--- src/rtl/datapath_pkg.sv ---
// rtl/datapath_pkg.sv - op codes and flag layout shared by the datapath and its ALU
package datapath_pkg;

   localparam logic [2:0] OP_ADD = 3'b000;
   localparam logic [2:0] OP_SUB = 3'b001;
   localparam logic [2:0] OP_AND = 3'b010;
   localparam logic [2:0] OP_OR  = 3'b011;
   localparam logic [2:0] OP_XOR = 3'b100;
   localparam logic [2:0] OP_NOR = 3'b101;
   localparam logic [2:0] OP_SLT = 3'b110;
   localparam logic [2:0] OP_SLL = 3'b111;

   typedef struct packed {
      logic zero;
      logic overflow;
      logic carry;
      logic negative;
   } flags_t;

endpackage

--- src/rtl/alu_w.sv ---
// rtl/alu_w.sv - combinational WIDTH-bit ALU with zero/overflow/carry/negative flags
module alu_w
   import datapath_pkg::*;
#(
   parameter int WIDTH = 32
) (
   input  logic [WIDTH-1:0] a,
   input  logic [WIDTH-1:0] b,
   input  logic [2:0]       op,
   output logic [WIDTH-1:0] y,
   output logic             zero,
   output logic             overflow,
   output logic             carry,
   output logic             negative
);

   localparam int AW_SH = $clog2(WIDTH);

   logic [WIDTH:0] sum;
   logic [WIDTH:0] dif;

   // SUB carry is the no-borrow bit of a + ~b + 1
   assign sum = {1'b0, a} + {1'b0, b};
   assign dif = {1'b0, a} + {1'b0, ~b} + (WIDTH+1)'(1);

   always_comb begin
      y        = '0;
      carry    = 1'b0;
      overflow = 1'b0;
      case (op)
         OP_ADD: begin
            y        = sum[WIDTH-1:0];
            carry    = sum[WIDTH];
            overflow = (a[WIDTH-1] == b[WIDTH-1]) && (sum[WIDTH-1] != a[WIDTH-1]);
         end
         OP_SUB: begin
            y        = dif[WIDTH-1:0];
            carry    = dif[WIDTH];
            overflow = (a[WIDTH-1] != b[WIDTH-1]) && (dif[WIDTH-1] != a[WIDTH-1]);
         end
         OP_AND:  y = a & b;
         OP_OR:   y = a | b;
         OP_XOR:  y = a ^ b;
         OP_NOR:  y = ~(a | b);
         OP_SLT:  y = {{(WIDTH-1){1'b0}}, ($signed(a) < $signed(b))};
         OP_SLL:  y = a << b[AW_SH-1:0];
         default: y = '0;
      endcase
   end

   assign zero     = (y == '0);
   assign negative = y[WIDTH-1];

endmodule

--- src/rtl/pipelined_datapath.sv ---
// rtl/pipelined_datapath.sv - two-stage EX/WB register-file ALU datapath with WB-to-EX forwarding
module pipelined_datapath
   import datapath_pkg::*;
#(
   parameter  int WIDTH    = 32,
   parameter  int NREG     = 4,
   parameter  int ZERO_REG = 1,
   localparam int AW       = $clog2(NREG)
) (
   input  logic             clk,
   input  logic             rst,
   input  logic             cmd_valid,
   output logic             cmd_ready,
   input  logic [2:0]       alu_ctrl,
   input  logic [AW-1:0]    addr1,
   input  logic [AW-1:0]    addr2,
   input  logic [AW-1:0]    addr3,
   input  logic             wr,
   input  logic             use_imm,
   input  logic [WIDTH-1:0] imm,
   output logic             res_valid,
   input  logic             res_ready,
   output logic [WIDTH-1:0] result,
   output logic             zero,
   output logic             overflow,
   output logic             carry,
   output logic             negative,
   input  logic [AW-1:0]    dbg_addr,
   output logic [WIDTH-1:0] dbg_data
);

   logic [WIDTH-1:0] rf [NREG];

   logic             ex_valid;
   logic [2:0]       ex_op;
   logic [AW-1:0]    ex_a1;
   logic [AW-1:0]    ex_a2;
   logic [AW-1:0]    ex_a3;
   logic             ex_wr;
   logic             ex_use_imm;
   logic [WIDTH-1:0] ex_imm;

   logic             wb_valid;
   logic [WIDTH-1:0] wb_result;
   flags_t           wb_flags;
   logic [AW-1:0]    wb_dest;
   logic             wb_wr;

   logic             stall;
   logic             accept;
   logic             wb_commits;
   logic [WIDTH-1:0] op_a;
   logic [WIDTH-1:0] op_b;
   logic [WIDTH-1:0] alu_y;
   flags_t           alu_flags;

   assign stall     = wb_valid & ~res_ready;
   assign cmd_ready = ~stall;
   assign accept    = cmd_valid & cmd_ready;

   // A WB entry that will really land in the regfile; also the forwarding qualifier
   assign wb_commits = wb_valid & wb_wr & ~((ZERO_REG != 0) && (wb_dest == '0));

   always_comb begin
      op_a = rf[ex_a1];
      if (wb_commits && (wb_dest == ex_a1))
         op_a = wb_result;
      op_b = rf[ex_a2];
      if (ex_use_imm)
         op_b = ex_imm;
      else if (wb_commits && (wb_dest == ex_a2))
         op_b = wb_result;
   end

   alu_w #(.WIDTH(WIDTH)) u_alu (
      .a        (op_a),
      .b        (op_b),
      .op       (ex_op),
      .y        (alu_y),
      .zero     (alu_flags.zero),
      .overflow (alu_flags.overflow),
      .carry    (alu_flags.carry),
      .negative (alu_flags.negative)
   );

   always_ff @(posedge clk or negedge rst) begin
      if (!rst) begin
         ex_valid   <= 1'b0;
         ex_op      <= '0;
         ex_a1      <= '0;
         ex_a2      <= '0;
         ex_a3      <= '0;
         ex_wr      <= 1'b0;
         ex_use_imm <= 1'b0;
         ex_imm     <= '0;
      end else if (!stall) begin
         ex_valid <= accept;
         if (accept) begin
            ex_op      <= alu_ctrl;
            ex_a1      <= addr1;
            ex_a2      <= addr2;
            ex_a3      <= addr3;
            ex_wr      <= wr;
            ex_use_imm <= use_imm;
            ex_imm     <= imm;
         end
      end
   end

   always_ff @(posedge clk or negedge rst) begin
      if (!rst) begin
         wb_valid  <= 1'b0;
         wb_result <= '0;
         wb_flags  <= '0;
         wb_dest   <= '0;
         wb_wr     <= 1'b0;
      end else if (!stall) begin
         wb_valid <= ex_valid;
         if (ex_valid) begin
            wb_result <= alu_y;
            wb_flags  <= alu_flags;
            wb_dest   <= ex_a3;
            wb_wr     <= ex_wr;
         end
      end
   end

   // Retire-edge write; a command issued on the same edge reads the new value next cycle
   always_ff @(posedge clk or negedge rst) begin
      if (!rst) begin
         for (int i = 0; i < NREG; i++)
            rf[i] <= '0;
      end else if (wb_commits && res_ready) begin
         rf[wb_dest] <= wb_result;
      end
   end

   assign res_valid = wb_valid;
   assign result    = wb_result;
   assign zero      = wb_flags.zero;
   assign overflow  = wb_flags.overflow;
   assign carry     = wb_flags.carry;
   assign negative  = wb_flags.negative;
   assign dbg_data  = rf[dbg_addr];

endmodule

--- config.mk ---
export PLATFORM = sky130hd
export DESIGN_NAME = pipelined_datapath
export DESIGN_NICKNAME = d
export VERILOG_FILES = /design/src/rtl/datapath_pkg.sv /design/src/rtl/alu_w.sv /design/src/rtl/pipelined_datapath.sv
export SDC_FILE = /design/constraint.sdc
export NUM_CORES = 1
export LEC_CHECK = 0
export BUFFER_PORTS_ARGS = -buffer_cell sky130_fd_sc_hd__buf_2
export CAP_MARGIN = 20
export CORE_ASPECT_RATIO = 0.8
export CORE_MARGIN = 10
export CORE_UTILIZATION = 35
export DETAILED_ROUTE_END_ITERATION = 7
export GPL_TIMING_DRIVEN = 0
export PLACE_DENSITY = 0.59
export SLEW_MARGIN = 15
export SYNTH_ARGS = -nofsm -noshare
export SYNTH_HDL_FRONTEND = slang
export SYNTH_SLANG_ARGS = --single-unit
export TNS_END_PERCENT = 100
--- constraint.sdc ---
create_clock -name clk -period 6.2 [get_ports clk]
set_clock_uncertainty 0.2 [all_clocks]
set_input_delay 1.24 -clock clk [delete_from_list [all_inputs] [get_ports clk]]
set_output_delay 1.24 -clock clk [all_outputs]
set_load 0.02 [all_outputs]
==> results.sh, run 1 <==
export IMPL_drt_iter0_drc=2045
export IMPL_end_kind="flip-flop"
export IMPL_gr_total_overflow=0
export IMPL_grt_busiest_layer="met2"
export IMPL_syn2layout_area_growth_pct=19.6
export IMPL_ys_flop_type="dfrtp_1"
export IMPL_route_detailed_drc=0
export IMPL_grt_pass1_wl_um=113000
export IMPL_min_to="rf[99]$_DFFE_PN0P_"
export IMPL_io_pins=119
export IMPL_grt_max_degree=96
export IMPL_htree_levels=1
export IMPL_hp_class="reg2reg"
export IMPL_r2r_start="ex_op[0]$_DFFE_PN0P_"
export IMPL_clkSinkCount=211
export IMPL_synth_largest_area_cell="dfrtp_1"
export IMPL_dieArea_sq_mm=0.0608
export IMPL_slew_violations=0
export IMPL_powerDensity_mw_per_mm2=595
export IMPL_hold_depth=1
export IMPL_cts_clk_slew_worst_paths_ps=70
export IMPL_portBuffers=117
export IMPL_hold_viol=0
export IMPL_drt_total_wl_um=77800
export IMPL_num_rows=74
export IMPL_avgSynthCellArea_sq_um=9.54
export IMPL_track_usage_pct=24.7
export IMPL_gp_congestion=0.966
export IMPL_slowest_delay_ps=650
export IMPL_setup_violations=0
export IMPL_vdd_drop_max_v=0.000300
export IMPL_status="finished, final reports clean"
export IMPL_yosys_top_cells_count="dfrtp_1, mux2_2, nand2_1"
export IMPL_placed_cells=2687
export IMPL_drt_vias_per_instance=6.19
export IMPL_reg2reg_depth=13
export IMPL_vias=17000
export IMPL_ys_seq_area_share_pct=29.4
export IMPL_drive_gt1_share_pct=31.1
export IMPL_initial_utilization_pct=35.3
export IMPL_stdcell_count=2745
export IMPL_synth_warnings=0
export IMPL_stdcell_area_sq_mm=0.0215
export IMPL_yosysTopAreaCellShare_pct=29.4
export IMPL_finalNetCount=2191
export IMPL_grt_use_met2_pct=35.9
export IMPL_r2r_end="zero$_DFFE_PN0P_"
export IMPL_clockBufferDepth=3
export IMPL_grt_use_met3_pct=6.40
export IMPL_synth_edf_count=0
export IMPL_fp_dieW_um=273
export IMPL_max_freq_mhz=165
export IMPL_yosys_top_cells_area="dfrtp_1, mux4_2, mux2_2, ha_1, mux2i_1"
export IMPL_whs_ps=297
export IMPL_cts_hold_buf=0
export IMPL_syn_nets=2031
export IMPL_wl_per_cell_um=28.3
export IMPL_relSlewSlack_pct=23.3
export IMPL_startpoint_type="flip-flop"
export IMPL_finalCritPeriodShare_pct=97.7
export IMPL_drt_pass1_iterations=6
export IMPL_hpwl_um=60700
export IMPL_worstPathMaxFanout=10
export IMPL_max_cap_violations=0
export IMPL_grt_antenna_before_repair=2
export IMPL_grt_pass1_vias=16600
export IMPL_synth_area_sq_mm=0.0180
export IMPL_syn_inst=1883
export IMPL_leakage_nw=9.17
export IMPL_die_h_um=223
export IMPL_critical_path_class="reg2reg"
export IMPL_async_reset_ff_share_pct=100
export IMPL_clock_tree_root_cell="clkbuf_16"
export IMPL_fin_crit_ps=6060
export IMPL_placed_cell_area_sq_mm=0.0195
export IMPL_required_ps=6460
export IMPL_cp_slowest_cell="clkbuf_1"
export IMPL_critPathArrivalTime_ps=6320
export IMPL_antenna_left=0
export IMPL_r2r_setup_slack_ps=140
export IMPL_tightest_slew_ps=1140
export IMPL_clk_latency_ps=580
export IMPL_synth_seq_cells=211
export IMPL_n_antenna_cell=0
export IMPL_synth_most_common_cell="dfrtp_1"
export IMPL_cts_buffers=25
export IMPL_cp_common_cell="clkbuf_1"
export IMPL_min_delay_start="rf[99]$_DFFE_PN0P_"
export IMPL_cts_tree="built"
export IMPL_ys_types=85
export IMPL_grt_use_met1_pct=35.5
export IMPL_core_sq_mm=0.0509
export IMPL_cp_cell_sequence="clkbuf_1 -> clkbuf_1 -> buf_1 -> clkbuf_1 -> clkbuf_1 -> buf_1 -> clkbuf_1 -> a21oi_1 -> a2bb2oi_1 -> o22ai_1 -> o41ai_2 -> or2_2 -> o41ai_2"
logic make-up (layout without fill, tap and decap cells):
| kind of cell | after synthesis | count (layout) | synth area share, % |
|---|---|---|---|
| compound gates | 492 | 492 | 17.7 |
| fa+ha+maj | 99 | 99 | 6.98 |
| simple gates | 432 | 432 | 11.1 |
| flops | 211 | 211 | 29.4 |
| xor+xnor | 34 | 34 | 1.66 |
| mux | 340 | 340 | 26.9 |
| buf+inv | 275 | 453 | 6.25 |
layout by cell type (no fill, tap or decap), drive strengths merged, types with 33 or more instances in the layout:
master / count
a21oi: 112
a221oi: 33
buf: 198
clkbuf: 144
dfrtp: 211
ha: 97
inv: 97
mux2: 172
mux2i: 72
mux4: 96
nand2: 144
nand3: 74
nor2: 114
o21ai: 145
worst max-delay path, delay by kind of cell, from the launching register on:
| kind | cells | cell delay (ps) |
|---|---|---|
| buf+inv | 7 | 3840 |
| simple gates | 1 | 330 |
| compound gates | 5 | 1220 |
| flops | 1 | 330 |
how the worst max path moves through the flow:
stage	end	from	slack (ps)
floorplan	zero$_DFFE_PN0P_	res_valid$_DFFE_PN0N_	130
global placement	zero$_DFFE_PN0P_	res_valid$_DFFE_PN0N_	-2390
detailed placement	zero$_DFFE_PN0P_	res_valid$_DFFE_PN0N_	-2330
CTS	zero$_DFFE_PN0P_	ex_a2[0]$_DFFE_PN0P_	10
global route	zero$_DFFE_PN0P_	wb_dest[1]$_DFFE_PN0P_	-30
finish	zero$_DFFE_PN0P_	ex_op[0]$_DFFE_PN0P_	140
where the power goes:
group	internal [mW]	total, mW	switching (mW)
Combinational	3.30	8.84	5.53
Clock	0.891	1.53	0.636
Sequential	1.82	2.41	0.582
Total	6.02	12.8	6.75
flip-flops by register name, indices dropped and copies added, names as in the netlist:
signal and cells:
wb_wr 1, ex_a3 2, rf 128, overflow 1, ex_a1 2, ex_imm 32
ex_use_imm 1, wb_dest 2, ex_valid 1, ex_wr 1, result 32, zero 1
ex_a2 2, ex_op 3, carry 1, res_valid 1
metal layers:
layer	part of all wire, %	vias to the layer above
met5	0	-
met4	2.7	0
met3	9.6	125
met2	42	907
met1	45	8659
li1	-	7304
final cells by class:
cell class                      count  area [sq um]
Sequential cell                   211          5280
Clock buffer                       37           721
Fill cell                        5031         29500
Tap cell                          684           856
Clock inverter                      8           109
Multi-Input combinational cell   1397         12400
Timing Repair Buffer              146           861
Inverter                          103           413
Buffer                            159           873
through the flow:
stage               power, mW  TNS (ps)  utilization [%]  setup WS, ps
detailed placement       9.95    -31890             38.3         -2330
floorplan                7.27         0                -           135
global placement         9.91    -40240             38.1         -2390
finish                   12.8         0             42.2           141
global route             13.4     -33.3             42.2         -33.3
CTS                      12.0         0             41.1          9.86
repair_timing:
action,CTS,global route
pin swaps,19,28
setup endpoints to repair,28,4
buffers inserted,10,16
resized for setup,180,102
Power figures use the tool's default switching activity.
==> run 2: changes to the inputs <==
--- a/config.mk
+++ b/config.mk
@@ -6,13 +6,13 @@
 export NUM_CORES = 1
 export LEC_CHECK = 0
 export BUFFER_PORTS_ARGS = -buffer_cell sky130_fd_sc_hd__buf_2
-export CAP_MARGIN = 20
+export CAP_MARGIN = 10
 export CORE_ASPECT_RATIO = 0.8
 export CORE_MARGIN = 10
-export CORE_UTILIZATION = 35
+export CORE_UTILIZATION = 40
 export DETAILED_ROUTE_END_ITERATION = 7
 export GPL_TIMING_DRIVEN = 0
-export PLACE_DENSITY = 0.59
+export PLACE_DENSITY = 0.65
 export SLEW_MARGIN = 15
 export SYNTH_ARGS = -nofsm -noshare
 export SYNTH_HDL_FRONTEND = slang
==> run 2 against run 1 <==
Final cell count decreased by 3.1%. Critical path depth rose by 10. Count of clock-buffer cells in the layout down 7. Final area shrank 0.82%. Highest routed layer unchanged.
==> results.sh, run 2 (synthesis gave the netlist of run 1 again) <==
export IMPL_vias=17300
export IMPL_grt_antenna_before_repair=0
export IMPL_drt_total_wl_um=75800
export IMPL_p_total_mw=12.7
export IMPL_cp_common_cell="buf_4"
export IMPL_slowest_delay_ps=540
export IMPL_r2r_setup_slack_ps=40
export IMPL_core_sq_mm=0.0444
export IMPL_powerDensity_mw_per_mm2=596
export IMPL_max_cap_violations=0
export IMPL_required_ps=6450
export IMPL_grt_use_met1_pct=39.9
export IMPL_r2r_start="ex_a2[0]$_DFFE_PN0P_"
export IMPL_reg2reg_depth=23
export IMPL_n_antenna_cell=0
export IMPL_fp_dieW_um=257
export IMPL_leakage_nw=9.16
export IMPL_end_kind="flip-flop"
export IMPL_route_detailed_drc=0
export IMPL_min_to="carry$_DFFE_PN0P_"
export IMPL_htree_levels=1
export IMPL_drive_gt1_share_pct=31.2
export IMPL_r2r_end="zero$_DFFE_PN0P_"
export IMPL_syn2layout_area_growth_pct=18.6
export IMPL_pre_cts_slack_ps=-2410
export IMPL_tightest_slew_ps=1040
export IMPL_cp_cell_sequence="buf_6 -> mux4_2 -> o221a_1 -> a221o_1 -> buf_6 -> ha_2 -> fa_2 -> a21o_1 -> a2111oi_4 -> buf_4 -> nor2_4 -> a211oi_4 -> buf_4 -> buf_4 -> o211ai_1 -> o2bb2ai_1 -> xnor2_1 -> nor2_1 -> a2111oi_4 -> nand4_1 -> nand4bb_4 -> or4_1 -> o41ai_2"
export IMPL_clock_tree_root_cell="clkbuf_16"
export IMPL_drt_vias_per_instance=6.50
export IMPL_multi_input_area_sq_mm=0.0123
export IMPL_cpLargestDelayFamily="compound AO/OA/AOI/OAI gates"
export IMPL_startpoint_type="flip-flop"
export IMPL_antenna_left=0
export IMPL_clk_latency_ps=560
export IMPL_finalNetCount=2191
export IMPL_gr_total_overflow=0
export IMPL_hp_class="reg2reg"
export IMPL_min_delay_start="carry$_DFFE_PN0P_"
export IMPL_initial_utilization_pct=40.5
export IMPL_path_buf_inv=5
export IMPL_critPathArrivalTime_ps=6400
export IMPL_hold_depth=1
export IMPL_placed_cell_area_sq_mm=0.0194
export IMPL_io_pins=119
export IMPL_cts_hold_buf=0
export IMPL_wl_per_cell_um=28.5
export IMPL_drt_iter0_drc=2198
export IMPL_vdd_drop_max_v=0.000316
export IMPL_grt_pass1_wl_um=111000
export IMPL_register_area_sq_mm=0.00528
export IMPL_die_h_um=210
export IMPL_mostFrequentLayoutCells="dfrtp_1, mux2_2, nand2_1, buf_2, nor2_1"
export IMPL_gp_congestion=0.987
export IMPL_grt_use_met2_pct=40.2
export IMPL_cts_tree="built"
export IMPL_grt_max_degree=92
export IMPL_cts_buffers=25
export IMPL_n_fill_cell=4209
export IMPL_finalCritPeriodShare_pct=99.3
export IMPL_grt_pass1_vias=16500
export IMPL_stdcell_area_sq_mm=0.0213
export IMPL_relSlewSlack_pct=30.1
export IMPL_final_common_cell="dfrtp_1"
export IMPL_track_usage_pct=27.0
export IMPL_clockBufferDepth=3
export IMPL_fin_crit_ps=6160
export IMPL_portBuffers=117
export IMPL_drt_pass1_iterations=6
export IMPL_hold_viol=0
export IMPL_worstPathMaxFanout=19
export IMPL_regMostFlops="rf"
export IMPL_dieArea_sq_mm=0.0538
export IMPL_status="finished, final reports clean"
export IMPL_grt_busiest_layer="met2"
export IMPL_cts_clk_slew_worst_paths_ps=60
export IMPL_cp_slowest_cell="or4_1"
export IMPL_max_freq_mhz=162
export IMPL_hpwl_um=58700
export IMPL_timing_final_ws_setup_ps=42.5
export IMPL_final_util_pct=48.0
export IMPL_clkSinkCount=211
export IMPL_slew_violations=0
export IMPL_num_rows=69
export IMPL_grt_use_met3_pct=5.66
export IMPL_critical_path_class="reg2reg"
export IMPL_largest_reg_flops=128
export IMPL_setup_violations=0
## run 2: cell types whose count changed in the layout (fill, tap and decap cells not counted), moves of 4 or more
cell / previous run / this run
mux2i_4: 7 / 3
o21ai_2: 11 / 17
ha_2: 3 / 7
buf_8: 7 / 3
clkbuf_1: 92 / 85
mux2i_2: 4 / 9
## run 2: through the flow
| step | cells | TNS [ps] | hold slack, ps |
|---|---|---|---|
| CTS | 2656 | 0 | 285 |
| finish | 2659 | 0 | 282 |
| global placement | 2603 | -28670 | 259 |
| detailed placement | 2605 | -28560 | 273 |
| global route | 2659 | -25.3 | 301 |
| floorplan | 1883 | 0 | 255 |
## run 2: worst reg2reg max path, cell delays in order, from the launching register on
cell       delay, ps
dfrtp_1          370
buf_6            160
mux4_2           520
o221a_1          140
a221o_1          360
buf_6            190
ha_2             240
fa_2             370
a21o_1           220
a2111oi_4        290
buf_4            190
nor2_4            60
a211oi_4         300
buf_4            160
buf_4             90
o211ai_1          70
o2bb2ai_1        150
xnor2_1          270
nor2_1           160
a2111oi_4        230
nand4_1          180
nand4bb_4        270
or4_1            540
o41ai_2          320
## run 2: worst max path at each step
| stage | from | to | slack [ps] | depth (start not counted) |
|---|---|---|---|---|
| 6_report | ex_a2[0]$_DFFE_PN0P_ | zero$_DFFE_PN0P_ | 40 | 23 |
| 5_1_grt | ex_a2[0]$_DFFE_PN0P_ | zero$_DFFE_PN0P_ | -30 | 23 |
| 4_1_cts | ex_a2[0]$_DFFE_PN0P_ | zero$_DFFE_PN0P_ | 3 | 23 |
| 3_5_place_dp | res_valid$_DFFE_PN0N_ | zero$_DFFE_PN0P_ | -2410 | 23 |
| 3_3_place_gp | res_valid$_DFFE_PN0N_ | zero$_DFFE_PN0P_ | -2340 | 23 |
| 2_1_floorplan | res_valid$_DFFE_PN0N_ | zero$_DFFE_PN0P_ | 130 | 23 |
## run 2: final cells by class
| cell class | count | share of cell area, % |
|---|---|---|
| Multi-Input combinational cell | 1397 | 57.7 |
| Sequential cell | 211 | 24.8 |
| Tap cell | 603 | 3.54 |
| Clock buffer | 30 | 3.26 |
| Buffer | 159 | 4.20 |
| Clock inverter | 10 | 0.552 |
| Inverter | 103 | 1.93 |
| Timing Repair Buffer | 146 | 4.01 |
## run 2: report_power, final
part           internal, mW  switching (mW)
sequential             1.82           0.590
clock                 0.875           0.609
combinational          3.25            5.54
total                  5.95            6.73
## run 2: what timing repair did
item                       in CTS  in global routing
buffers inserted               18                  9
gates resized for setup       186                 91
pin swaps                      21                 20
setup endpoints to repair      28                  4
cloned                          0                  0
## run 2: metal layers
layer / share of wire, % / wire [um]
met4: 1.9 / 1440
met1: 44 / 33400
met2: 43 / 32700
met3: 11 / 8300
met5: 0 / 0
